<file path="config.mk">
export PLATFORM = sky130hd
export DESIGN_NAME = dbg_abstract_sequencer
export DESIGN_NICKNAME = d
export VERILOG_FILES = /design/src/rtl/dbg_abstract_sequencer.sv
export SDC_FILE = /design/constraint.sdc
export NUM_CORES = 1
export LEC_CHECK = 0
export CORE_ASPECT_RATIO = 1.4
export CORE_UTILIZATION = 35
export DETAILED_ROUTE_END_ITERATION = 8
export PLACE_DENSITY = 0.69
export SYNTH_ARGS = -nofsm -noshare
export SYNTH_HDL_FRONTEND = slang
export SYNTH_SLANG_ARGS = --single-unit
export TNS_END_PERCENT = 100
</file>
<file path="constraint.sdc">
create_clock -name iClk -period 3.9 [get_ports iClk]
set_clock_uncertainty 0.15 [all_clocks]
set_input_delay 0.78 -clock iClk [delete_from_list [all_inputs] [get_ports iClk]]
set_output_delay 0.78 -clock iClk [all_outputs]
set_load 0.03 [all_outputs]
</file>
<file path="src/rtl/dbg_abstract_sequencer.sv">
// -----------------------------------------------------------------------------
// dbg_abstract_sequencer
//   Runs RISC-V debug "Access Register" abstract commands. A command word is
//   latched from the DM, decoded and validated for one cycle, and then drives a
//   single transaction onto either the GPR port or the CSR port. Read data goes
//   back to data0, regno can be post-incremented, and busy/cmderr are reported.
//
// Ports
//   iClk, iRst_n            clock, async active-low reset
//   iClear                  sync clear (dmactive=0), overrides everything
//   iHalted                 hart halted
//   iCmdValid/iCmd          command register write pulse + word
//   iCmdErrW1c              write-1-to-clear mask for cmderr
//   iData0                  data0 contents (write source)
//   oBusy/oCmdErr           abstractcs.busy / abstractcs.cmderr
//   oData0We/oData0         data0 load pulse + read result
//   oRegnoWe/oRegno         command.regno post-increment pulse + value
//   oRf*/iRf*               GPR access port (req/we/addr/wdata, ack/rdata)
//   oCsr*/iCsr*             CSR access port (req/we/addr/wdata, ack/rdata)
// -----------------------------------------------------------------------------
module dbg_abstract_sequencer #(
  parameter int unsigned TIMEOUT_CYC = 255
) (
  input  logic        iClk,
  input  logic        iRst_n,
  input  logic        iClear,
  input  logic        iHalted,
  input  logic        iCmdValid,
  input  logic [31:0] iCmd,
  input  logic [2:0]  iCmdErrW1c,
  input  logic [31:0] iData0,
  output logic        oBusy,
  output logic [2:0]  oCmdErr,
  output logic        oData0We,
  output logic [31:0] oData0,
  output logic        oRegnoWe,
  output logic [15:0] oRegno,
  output logic        oRfReq,
  output logic        oRfWe,
  output logic [4:0]  oRfAddr,
  output logic [31:0] oRfWdata,
  input  logic        iRfAck,
  input  logic [31:0] iRfRdata,
  output logic        oCsrReq,
  output logic        oCsrWe,
  output logic [11:0] oCsrAddr,
  output logic [31:0] oCsrWdata,
  input  logic        iCsrAck,
  input  logic [31:0] iCsrRdata
);

  typedef enum logic [2:0] {
    S_IDLE, S_DECODE, S_REQ, S_WAIT, S_DONE
  } state_t;

  localparam logic [2:0] ERR_BUSY   = 3'd1;
  localparam logic [2:0] ERR_NOTSUP = 3'd2;
  localparam logic [2:0] ERR_EXCEPT = 3'd3;
  localparam logic [2:0] ERR_HALT   = 3'd4;
  localparam logic [2:0] ERR_BUS    = 3'd5;
  localparam logic [7:0] TO_LAST    = 8'(TIMEOUT_CYC - 1);

  state_t      r_state, w_state_nxt;
  logic [31:0] r_cmd;
  logic [2:0]  r_cmderr;
  logic        r_req;
  logic        r_csr_tgt;
  logic        r_err_this;   // the running command itself has failed
  logic [7:0]  r_cnt;
  logic [31:0] r_wdata;
  logic [31:0] r_rdata;

  // command fields
  logic [7:0]  w_cmdtype;
  logic [2:0]  w_aarsize;
  logic        w_postinc, w_postexec, w_transfer, w_write;
  logic [15:0] w_regno;
  logic        w_unused;

  assign w_cmdtype  = r_cmd[31:24];
  assign w_aarsize  = r_cmd[22:20];
  assign w_postinc  = r_cmd[19];
  assign w_postexec = r_cmd[18];
  assign w_transfer = r_cmd[17];
  assign w_write    = r_cmd[16];
  assign w_regno    = r_cmd[15:0];
  assign w_unused   = r_cmd[23];

  logic        w_accept, w_ack;
  logic        w_own_err, w_err_vld;
  logic [2:0]  w_err_code;
  logic        w_go_req, w_go_csr, w_x0, w_ack_hit, w_timeout;

  // only a command arriving while idle and error-free is taken
  assign w_accept = iCmdValid && (r_state == S_IDLE) && (r_cmderr == 3'd0);
  assign w_ack    = r_csr_tgt ? iCsrAck : iRfAck;

  always_ff @(posedge iClk or negedge iRst_n) begin
    if (!iRst_n) r_state <= S_IDLE;
    else         r_state <= w_state_nxt;
  end

  always_comb begin
    w_state_nxt = r_state;
    w_own_err   = 1'b0;
    w_err_vld   = 1'b0;
    w_err_code  = 3'd0;
    w_go_req    = 1'b0;
    w_go_csr    = 1'b0;
    w_x0        = 1'b0;
    w_ack_hit   = 1'b0;
    w_timeout   = 1'b0;
    case (r_state)
      S_IDLE: if (w_accept) w_state_nxt = S_DECODE;
      S_DECODE: begin
        w_state_nxt = S_DONE;
        if (w_cmdtype != 8'd0 || w_postexec) begin
          w_own_err = 1'b1; w_err_code = ERR_NOTSUP;
        end else if (!w_transfer) begin
          // nothing to move; aarsize deliberately not checked
        end else if (w_aarsize != 3'd2) begin
          w_own_err = 1'b1; w_err_code = ERR_NOTSUP;
        end else if (!iHalted) begin
          w_own_err = 1'b1; w_err_code = ERR_HALT;
        end else if (w_regno <= 16'h0FFF) begin
          w_go_req = 1'b1; w_go_csr = 1'b1; w_state_nxt = S_REQ;
        end else if (w_regno >= 16'h1001 && w_regno <= 16'h101F) begin
          w_go_req = 1'b1; w_state_nxt = S_REQ;
        end else if (w_regno == 16'h1000) begin
          w_x0 = 1'b1;  // x0: hardwired zero, no bus cycle
        end else begin
          w_own_err = 1'b1; w_err_code = ERR_EXCEPT;
        end
      end
      // first cycle of Req: the ack is not looked at yet
      S_REQ: w_state_nxt = S_WAIT;
      S_WAIT: begin
        if (w_ack) begin
          w_ack_hit = 1'b1; w_state_nxt = S_DONE;
        end else if (r_cnt == TO_LAST) begin
          w_timeout = 1'b1; w_own_err = 1'b1; w_err_code = ERR_BUS;
          w_state_nxt = S_DONE;
        end
      end
      S_DONE: w_state_nxt = S_IDLE;
      default: w_state_nxt = S_IDLE;
    endcase
    w_err_vld = w_own_err;
    // a command written while busy is dropped; its error only lands if the
    // running command did not produce one in the same cycle
    if (iCmdValid && r_state != S_IDLE && !w_own_err) begin
      w_err_vld = 1'b1; w_err_code = ERR_BUSY;
    end
    if (iClear) w_state_nxt = S_IDLE;
  end

  always_ff @(posedge iClk or negedge iRst_n) begin
    if (!iRst_n) begin
      r_cmd      <= '0;
      r_cmderr   <= '0;
      r_req      <= 1'b0;
      r_csr_tgt  <= 1'b0;
      r_err_this <= 1'b0;
      r_cnt      <= '0;
      r_wdata    <= '0;
      r_rdata    <= '0;
    end else if (iClear) begin
      r_cmd      <= '0;
      r_cmderr   <= '0;
      r_req      <= 1'b0;
      r_csr_tgt  <= 1'b0;
      r_err_this <= 1'b0;
      r_cnt      <= '0;
      r_wdata    <= '0;
      r_rdata    <= '0;
    end else begin
      if (w_accept) begin
        r_cmd      <= iCmd;
        r_err_this <= 1'b0;
      end
      if (w_own_err) r_err_this <= 1'b1;
      // first error sticks; a set beats a same-cycle W1C
      if (w_err_vld && r_cmderr == 3'd0) r_cmderr <= w_err_code;
      else                               r_cmderr <= r_cmderr & ~iCmdErrW1c;
      if (w_go_req) begin
        r_req     <= 1'b1;
        r_csr_tgt <= w_go_csr;
        r_cnt     <= '0;
        r_wdata   <= iData0;  // held stable for the whole request
      end
      if (r_state == S_WAIT) begin
        if (w_ack_hit || w_timeout) r_req <= 1'b0;
        else                        r_cnt <= r_cnt + 8'd1;
      end
      if (w_ack_hit && !w_write) r_rdata <= r_csr_tgt ? iCsrRdata : iRfRdata;
      if (w_x0) r_rdata <= '0;
    end
  end

  logic w_done_ok;
  assign w_done_ok = (r_state == S_DONE) && !r_err_this;

  assign oBusy     = (r_state != S_IDLE);
  assign oCmdErr   = r_cmderr;
  assign oData0We  = w_done_ok && w_transfer && !w_write;
  assign oData0    = r_rdata;
  assign oRegnoWe  = w_done_ok && w_postinc;
  assign oRegno    = oRegnoWe ? (w_regno + 16'd1) : 16'd0;

  assign oRfReq    = r_req && !r_csr_tgt;
  assign oRfWe     = oRfReq && w_write;
  assign oRfAddr   = oRfReq ? w_regno[4:0] : 5'd0;
  assign oRfWdata  = oRfReq ? r_wdata : 32'd0;
  assign oCsrReq   = r_req && r_csr_tgt;
  assign oCsrWe    = oCsrReq && w_write;
  assign oCsrAddr  = oCsrReq ? w_regno[11:0] : 12'd0;
  assign oCsrWdata = oCsrReq ? r_wdata : 32'd0;

endmodule

</file>
---- Yosys cells after proc, flatten, opt, wreduce, memory -nomap -nowiden ----
Cells that the tools add are included.
word-level totals
  register bits ........................... 113
  bits of input ports ..................... 138
  output and inout port bits .............. 139
  logic and storage cells ................. 141
operators by class
  $add $sub $neg .......................... 2
  magnitude comparators ................... 3
  equality and inequality tests ........... 9
  mux-type cells .......................... 86
  bitwise operators ....................... 2
  reductions and logical operators ........ 30
operators by type and width
  kind                   number
  $mux 32                10
  $mux 3                 19
  $mux 1                 44
  $mux 8                 4
  $add 16x1->16 const B  1
  $eq 16x13->1 const B   1
  $ge 16x13->1 const B   1
  $le 16x12->1 const B   1
  $le 16x13->1 const B   1
  $mux 16                1
  $logic_and 1x1->1      15
  $mux 12                1
  $pmux 3 s4             1
  $reduce_bool 3->1      3
  $add 8x1->8 const B    1
  $eq 8x8->1 const B     1
  $reduce_bool 8->1      1
  $eq 3x2->1 const B     2
  $logic_not 3->1        2
  $mux 2                 3
  $pmux 3 s2             1
  $mux 5                 1
  $logic_not 1->1        4
  $ne 4x4->1 const B     1
  other kinds (10)       12

---- Depth between registers and ports, before layout ----
Gate-level depths: netlist of run 1.
  word-level depth ........................ 15
  depth in mapped cells ................... 9
  mapped depth without buffers ............ 8

---- Worst setup path before layout of run 1 ----
No wires, ideal clock.
  path type ............................... register -> output
  start point ............................. register r_cmd[4]
  end point ............................... output oRegno[13]
  arrival time ............................ 1.840 ns
  data required time ...................... 2.970 ns
  setup slack ............................. 1.130 ns
  cell stages (with the launch flop) ...... 8
  path buffers ............................ 1
  cell sequence ........................... dfrtp_1 -> clkbuf_1 -> and4_1 -> and3_1 -> and3_1 -> nand3_1 -> xor2_1 -> nor2_1
on the way
  longest elaborated chain between the ends .. 2
ends and longest elaborated chain
  item                    RTL line  text
  start, declared         64        logic [31:0] r_cmd;
  start signal, assigned  178       r_cmd <= iCmd;
  $add 16x1->16           208       assign oRegno = oRegnoWe ? (w_regno + 16'd1) : 16'd0;
  $mux 16                 208
  end, declared           37        output logic [15:0] oRegno,
Every way passes these cells.

---- Worst setup path after layout of run 1 ----
  start point ............................. register r_cmd[0]
  end point ............................... output oRegno[15]
The elaborated chain is that of the path after synthesis.

==> flow_metrics.py, run 1 <==
metrics = {
    "power_and_ir_drop": {
        "ir_drop_uv": 187,
        "p_leak_nw": 3.79,
        "powerDensity_nw_per_um2": 273,
        "p_total_mw": 2.58,
    },
    "grt": {
        "antenna_found_initial": 2,
        "use_met1_pct": 24.4,
        "grt_pass1_wl_um": 30400,
        "grt_overflow_total": 0,
        "grt_max_degree": 65,
        "busiest_layer": "met2",
        "met2_usage_pct": 39.3,
        "grt_usage_pct": 21.4,
        "use_met3_pct": 3.43,
        "grt_pass1_vias": 5860,
    },
    "sta": {
        "setup_viol": 0,
        "maxSlewViolCount": 0,
        "min_period_ns": 3.59,
        "fin_hold_ws_ns": 0.231,
        "timing.final.ws_setup_ns": 0.311,
        "relSlewSlack_pct": 57.7,
        "tns_ns": 0,
        "rsz0062_at_grt": "no",
        "max_freq_mhz": 279,
        "tightest_slew_ns": 0.633,
        "min_period_over_period_pct": 92.0,
        "hold_viol_final": 0,
    },
    "drt": {
        "final_antenna_net_count": 0,
        "dr.pass1.iters": 4,
        "drc": 0,
        "via_per_inst": 4.95,
        "wl_per_cell_um": 15.6,
        "wl_um": 19000,
        "drt_iter0_drc": 319,
        "vias": 6009,
    },
    "synth": {
        "syn_avg_cell_area_um2": 8.45,
        "ys_seq_area_share_pct": 45.7,
        "synth_nets": 870,
        "synth.distinct_cells": 43,
        "async_flop_share_pct": 100,
        "ys_seq_elements": 112,
        "synth_ff_type": "dfrtp_1",
        "netlist_instances": 726,
        "yosysWarnings": 0,
        "synth_area_um2": 6130,
        "synth-edff-count": 0,
    },
    "cts": {
        "htreeDepth": 3,
        "cts_tree": "yes",
        "clock_path_buffers": 2,
        "numCtsBuffers": 9,
        "ctsHoldBuffers": 0,
        "clkSinkCount": 112,
        "clock_latency_ns": 0.35,
        "clkTransAtPathRegs_ns": 0.07,
        "cts_setup_buffers": 0,
        "cts.repair.resized": 0,
        "cts-root-buf": "clkbuf_16",
    },
    "layout": {
        "drive_gt1_share_pct": 4.59,
        "area_growth_pct": 53.7,
        "final_cells": 1215,
        "final_area_um2": 9430,
        "postLayoutCoreUtil_pct": 55.6,
        "num-nets-final": 1120,
    },
    "worst_setup_path": {
        "end_kind": "primary output",
        "crit_type": "register to primary output",
        "cp-start-kind": "register",
        "crit_arrival_ns": 2.66,
        "path_max_fanout": 8,
        "crit_required_ns": 2.97,
    },
    "place": {
        "gp_congestion": 0.799,
        "hpwl_um": 13800,
        "dp_slack_ns": 0.533,
        "io_buffers": 275,
        "dpl-instance-area_um2": 9140,
        "dpl.cell_count": 1197,
    },
    "floorplanning": {
        "row_count": 56,
        "dieHeight_um": 159,
        "floorplan.initialDensity_pct": 36.2,
        "die_width_um": 114,
        "core_um2": 17000,
        "ios": 277,
        "dieArea_um2": 18100,
    },
    "outcome": {
        "outcome": "finished clean",
    },
    "run": {
        "maxCapViolCount": 0,
    },
    "hold_path": {
        "hold_path_class": "input pin to async pin",
    },
}
critical path: stages, from the launching register on:
cell	delay [ns]
dfrtp_1	0.54
inv_1	0.15
nor3_1	0.19
buf_4	0.15
and3_1	0.24
nand3_1	0.11
xor2_1	0.15
nor2_1	0.11
clkdlybuf4s50_1	0.68
layout by cell type, fill, tap and decap left out, drive strengths merged, types with 7 or more instances in the layout:
cell type | netlist | final
nand3 | 14 | 14
inv | 7 | 9
o21ai | 7 | 7
xor2 | 11 | 11
buf | 4 | 22
a211oi | 34 | 34
mux2i | 33 | 33
a21oi | 78 | 78
nand2 | 148 | 148
and2 | 41 | 41
clkbuf | 52 | 11
nor3 | 17 | 17
clkdlybuf4s50 | 0 | 273
nor2 | 61 | 61
dfrtp | 112 | 112
and3 | 53 | 53
cell usage after synthesis (2+ instances only):
| cell type | n | area, um2 |
|---|---|---|
| a211oi_1 | 33 | 248 |
| a21o_1 | 2 | 15.0 |
| a21oi_1 | 78 | 390 |
| a31oi_1 | 4 | 25.0 |
| and2_1 | 41 | 257 |
| and3_1 | 53 | 332 |
| buf_2 | 3 | 15.0 |
| clkbuf_1 | 52 | 195 |
| dfrtp_1 | 112 | 2800 |
| ha_1 | 6 | 75.1 |
| inv_1 | 7 | 26.3 |
| mux2i_1 | 33 | 330 |
| nand2_1 | 147 | 552 |
| nand2b_1 | 4 | 25.0 |
| nand3_1 | 14 | 70.1 |
| nand4_1 | 3 | 18.8 |
| nor2_1 | 61 | 229 |
| nor2b_1 | 2 | 12.5 |
| nor3_1 | 17 | 85.1 |
| nor3b_1 | 3 | 22.5 |
| nor4_1 | 4 | 25.0 |
| nor4b_1 | 4 | 35.0 |
| o21ai_0 | 6 | 30.0 |
| or3_1 | 6 | 37.5 |
| xnor2_1 | 3 | 26.3 |
| xor2_1 | 11 | 96.3 |
worst paths after layout:
check,cells after the start,slack (ns),from,endpoint
max in group asynchronous,2,2.57,iRst_n,oData0[6]
min,1,0.23,iRst_n,r_cmd[1]
min reg2reg,2,0.37,r_wdata[8],r_wdata[8]
max reg2reg,6,1.27,r_cmd[8],r_req
min in group iClk,2,0.37,r_wdata[8],r_wdata[8]
max,8,0.31,r_cmd[0],oRegno[15]
state kept, by name, summed over array words and instances (netlist names):
register and cells:
r_err_this 1, r_wdata 32, oCmdErr 3, r_cmd 31, r_cnt 8, oData0 32, r_req 1, r_csr_tgt 1
r_state 3
layer usage:
layer	routed length (um)	part of all wire, %	vias to the layer above
li1	-	-	2980
met1	7490	39	2798
met2	10000	53	196
met3	819	4.3	35
met4	635	3.3	0
met5	0	0	-
cells by family after synthesis:
kind of cell               share of synthesized area [%]
and+or+nand+nor                                     28.6
AOI/OAI and AO/OA                                   13.1
DFF                                                 45.7
buffers and inverters                               3.92
muxes                                               5.39
xor gates and xnor gates                            2.00
adders and majority gates                           1.22
area by class of cell:
cell class | instances | area [um2]
fillers | 1644 | 7530
multi-input cells | 551 | 3100
repair buffers | 295 | 2920
flip-flops and latches | 112 | 2800
well taps | 232 | 290
clock buffers | 11 | 233
clock inverters | 5 | 51.3
inverters | 7 | 26.3
diodes | 2 | 5.00
report_power, final:
part / switching, mW / leakage, nW / total, mW / internal (mW)
Sequential: 0.0466 / 1.55 / 1.24 / 1.20
Combinational: 0.218 / 2.11 / 0.437 / 0.219
Clock: 0.447 / 0.137 / 0.895 / 0.448
Total: 0.712 / 3.79 / 2.58 / 1.86
Note: power is estimated with default switching activity, not from simulation.
==> inputs of run 2 (changes only) <==
--- a/config.mk
+++ b/config.mk
@@ -6,6 +6,7 @@
 export NUM_CORES = 1
 export LEC_CHECK = 0
 export CORE_ASPECT_RATIO = 1.4
+export CORE_MARGIN = 5
 export CORE_UTILIZATION = 35
 export DETAILED_ROUTE_END_ITERATION = 8
 export PLACE_DENSITY = 0.69
==> run 2 against run 1 <==
Global-route usage fell by 2.5 points. Die area rose by 12%. Sequential power barely moved. First-iteration DRC count rose by 29%. Cell area fell by 0.17%. Utilization fell by 1.3 points. Routed wire length rose by 3.0%. Largest power group unchanged. Highest routed layer unchanged.
==> flow_metrics.py, run 2 (same netlist as run 1, synthesis figures left out) <==
metrics = {
    "worst_setup_path": {
        "crit_arrival_ns": 2.73,
        "end_kind": "primary output",
        "crit_required_ns": 2.97,
        "reg2reg_slack_ns": 1.20,
        "cp-start-kind": "register",
        "slowest_delay_ns": 0.72,
        "worstReg2RegStart": "r_cmd[8]",
        "crit_slowest_cell": "clkdlybuf4s50_1",
        "path_max_fanout": 16,
        "crit_chain": "nor4b_1 -> nand2_1 -> nor2_1 -> clkdlybuf4s50_1",
        "crit_type": "register to primary output",
        "reg2reg_to": "r_req",
        "reg2regPathDepth": 6,
    },
    "grt": {
        "grt_usage_pct": 18.9,
        "grt_pass1_vias": 5827,
        "grt_max_degree": 65,
        "grt_overflow_total": 0,
        "antenna_found_initial": 0,
        "grt_pass1_wl_um": 30900,
    },
    "cts": {
        "cts_setup_buffers": 0,
        "clock_latency_ns": 0.35,
        "cts_tree": "yes",
        "cts-root-buf": "clkbuf_16",
        "htreeDepth": 3,
        "clkSinkCount": 112,
        "clock_path_buffers": 2,
        "cts.repair.resized": 0,
        "ctsHoldBuffers": 0,
        "numCtsBuffers": 9,
        "clkTransAtPathRegs_ns": 0.08,
    },
    "layout": {
        "drive_gt1_share_pct": 4.69,
        "antenna_cells": 0,
        "area_growth_pct": 53.5,
        "n_fill_cell": 1674,
        "num-nets-final": 1120,
        "final_common_cell": "clkdlybuf4s50_1",
        "final_cell_mix": "clkdlybuf4s50_1, nand2_1, dfrtp_1",
        "final_cells": 1217,
    },
    "outcome": {
        "outcome": "finished clean",
    },
    "drt": {
        "via_per_inst": 4.88,
        "wl_per_cell_um": 16.1,
        "vias": 5938,
        "dr.pass1.iters": 4,
        "drt_iter0_drc": 410,
        "drc": 0,
        "final_antenna_net_count": 0,
        "wl_um": 19600,
    },
    "floorplanning": {
        "ios": 277,
        "dieHeight_um": 167,
        "core_um2": 17300,
        "row_count": 57,
        "die_width_um": 122,
        "dieArea_um2": 20300,
        "floorplan.initialDensity_pct": 35.4,
    },
    "place": {
        "gp_congestion": 0.828,
        "io_buffers": 275,
        "dpl.cell_count": 1201,
        "hpwl_um": 14400,
    },
    "sta": {
        "min_period_ns": 3.66,
        "maxSlewViolCount": 0,
        "setup_viol": 0,
        "tns_ns": 0,
        "min_period_over_period_pct": 93.9,
        "relSlewSlack_pct": 43.4,
        "max_freq_mhz": 273,
        "tightest_slew_ns": 0.849,
        "hold_viol_final": 0,
        "rsz0062_at_grt": "no",
    },
    "power_and_ir_drop": {
        "powerDensity_nw_per_um2": 273,
        "ir_drop_uv": 206,
        "p_leak_nw": 3.78,
    },
    "hold_path": {
        "hold_path_class": "input pin to async pin",
    },
    "run": {
        "maxCapViolCount": 0,
    },
}
==> run 2: cell count changes in the layout (fill, tap and decap cells not counted) <==
cell	delta
clkinv_4	-1
clkinvlp_4	+2
diode_2	-2
inv_8	+2
buf_12	-1
inv_6	-2
buf_4	+1
clkinv_8	-1
clkbuf_1	-1
clkinv_2	+1
==> run 2: layout make-up <==
cell class	instances	area, um2	area share [%]
multi-input combinational	551	3100	32.9
clock buffer	10	229	2.43
timing repair buffer	295	2910	30.9
sequential	112	2800	29.8
inverter	7	26.3	0.279
clock inverter	6	51.3	0.545
tap	236	295	3.14
==> run 2: stage by stage <==
stage	cell area, um2	hold slack [ns]	power (mW)	worst slack, ns	util, %
after floorplan	6130	0.334	1.46	1.13	-
after global placement	9130	0.358	1.70	0.519	52.7
after detailed placement	9130	0.367	1.71	0.463	52.7
after CTS	9410	0.380	2.61	0.228	54.3
after global routing	9410	0.396	2.69	0.0268	54.3
final	9410	0.373	2.57	0.238	54.3
==> run 2: power breakdown <==
group	switching [mW]	total (mW)	internal (mW)
clock network	0.443	0.886	0.444
logic	0.220	0.440	0.220
registers	0.0434	1.24	1.20
total	0.706	2.57	1.86
==> run 2: worst max path at each step <==
stage | from | end
final | r_state[0] | oRegno[3]
after global routing | r_state[0] | oRegno[0]
after CTS | r_state[0] | oRegno[3]
after detailed placement | iHalted | r_req
after global placement | iHalted | r_req
after floorplan | r_cmd[4] | oRegno[13]
==> run 2: layer usage <==
layer / up-vias / wire length (um) / track usage, %
li1: 2980 / - / -
met3: 30 / 1120 / 3.19
met2: 174 / 10000 / 33.4
met5: - / 0 / 0
met4: 0 / 600 / 7.51
met1: 2754 / 7820 / 22.5
==> run 2: worst max-delay path: cells and delay by family, from the launching register on <==
family,cells,cell delay [ns]
and+or+nand+nor,3,1.21
buffers and inverters,1,0.72
DFF,1,0.44
==> inputs of run 3 (changes only) <==
--- a/config.mk
+++ b/config.mk
@@ -13,4 +13,4 @@
 export SYNTH_ARGS = -nofsm -noshare
 export SYNTH_HDL_FRONTEND = slang
 export SYNTH_SLANG_ARGS = --single-unit
-export TNS_END_PERCENT = 100
+export TNS_END_PERCENT = 20
==> results of run 3 <==
Final layout, timing and power as in run 2 (identical DEF).
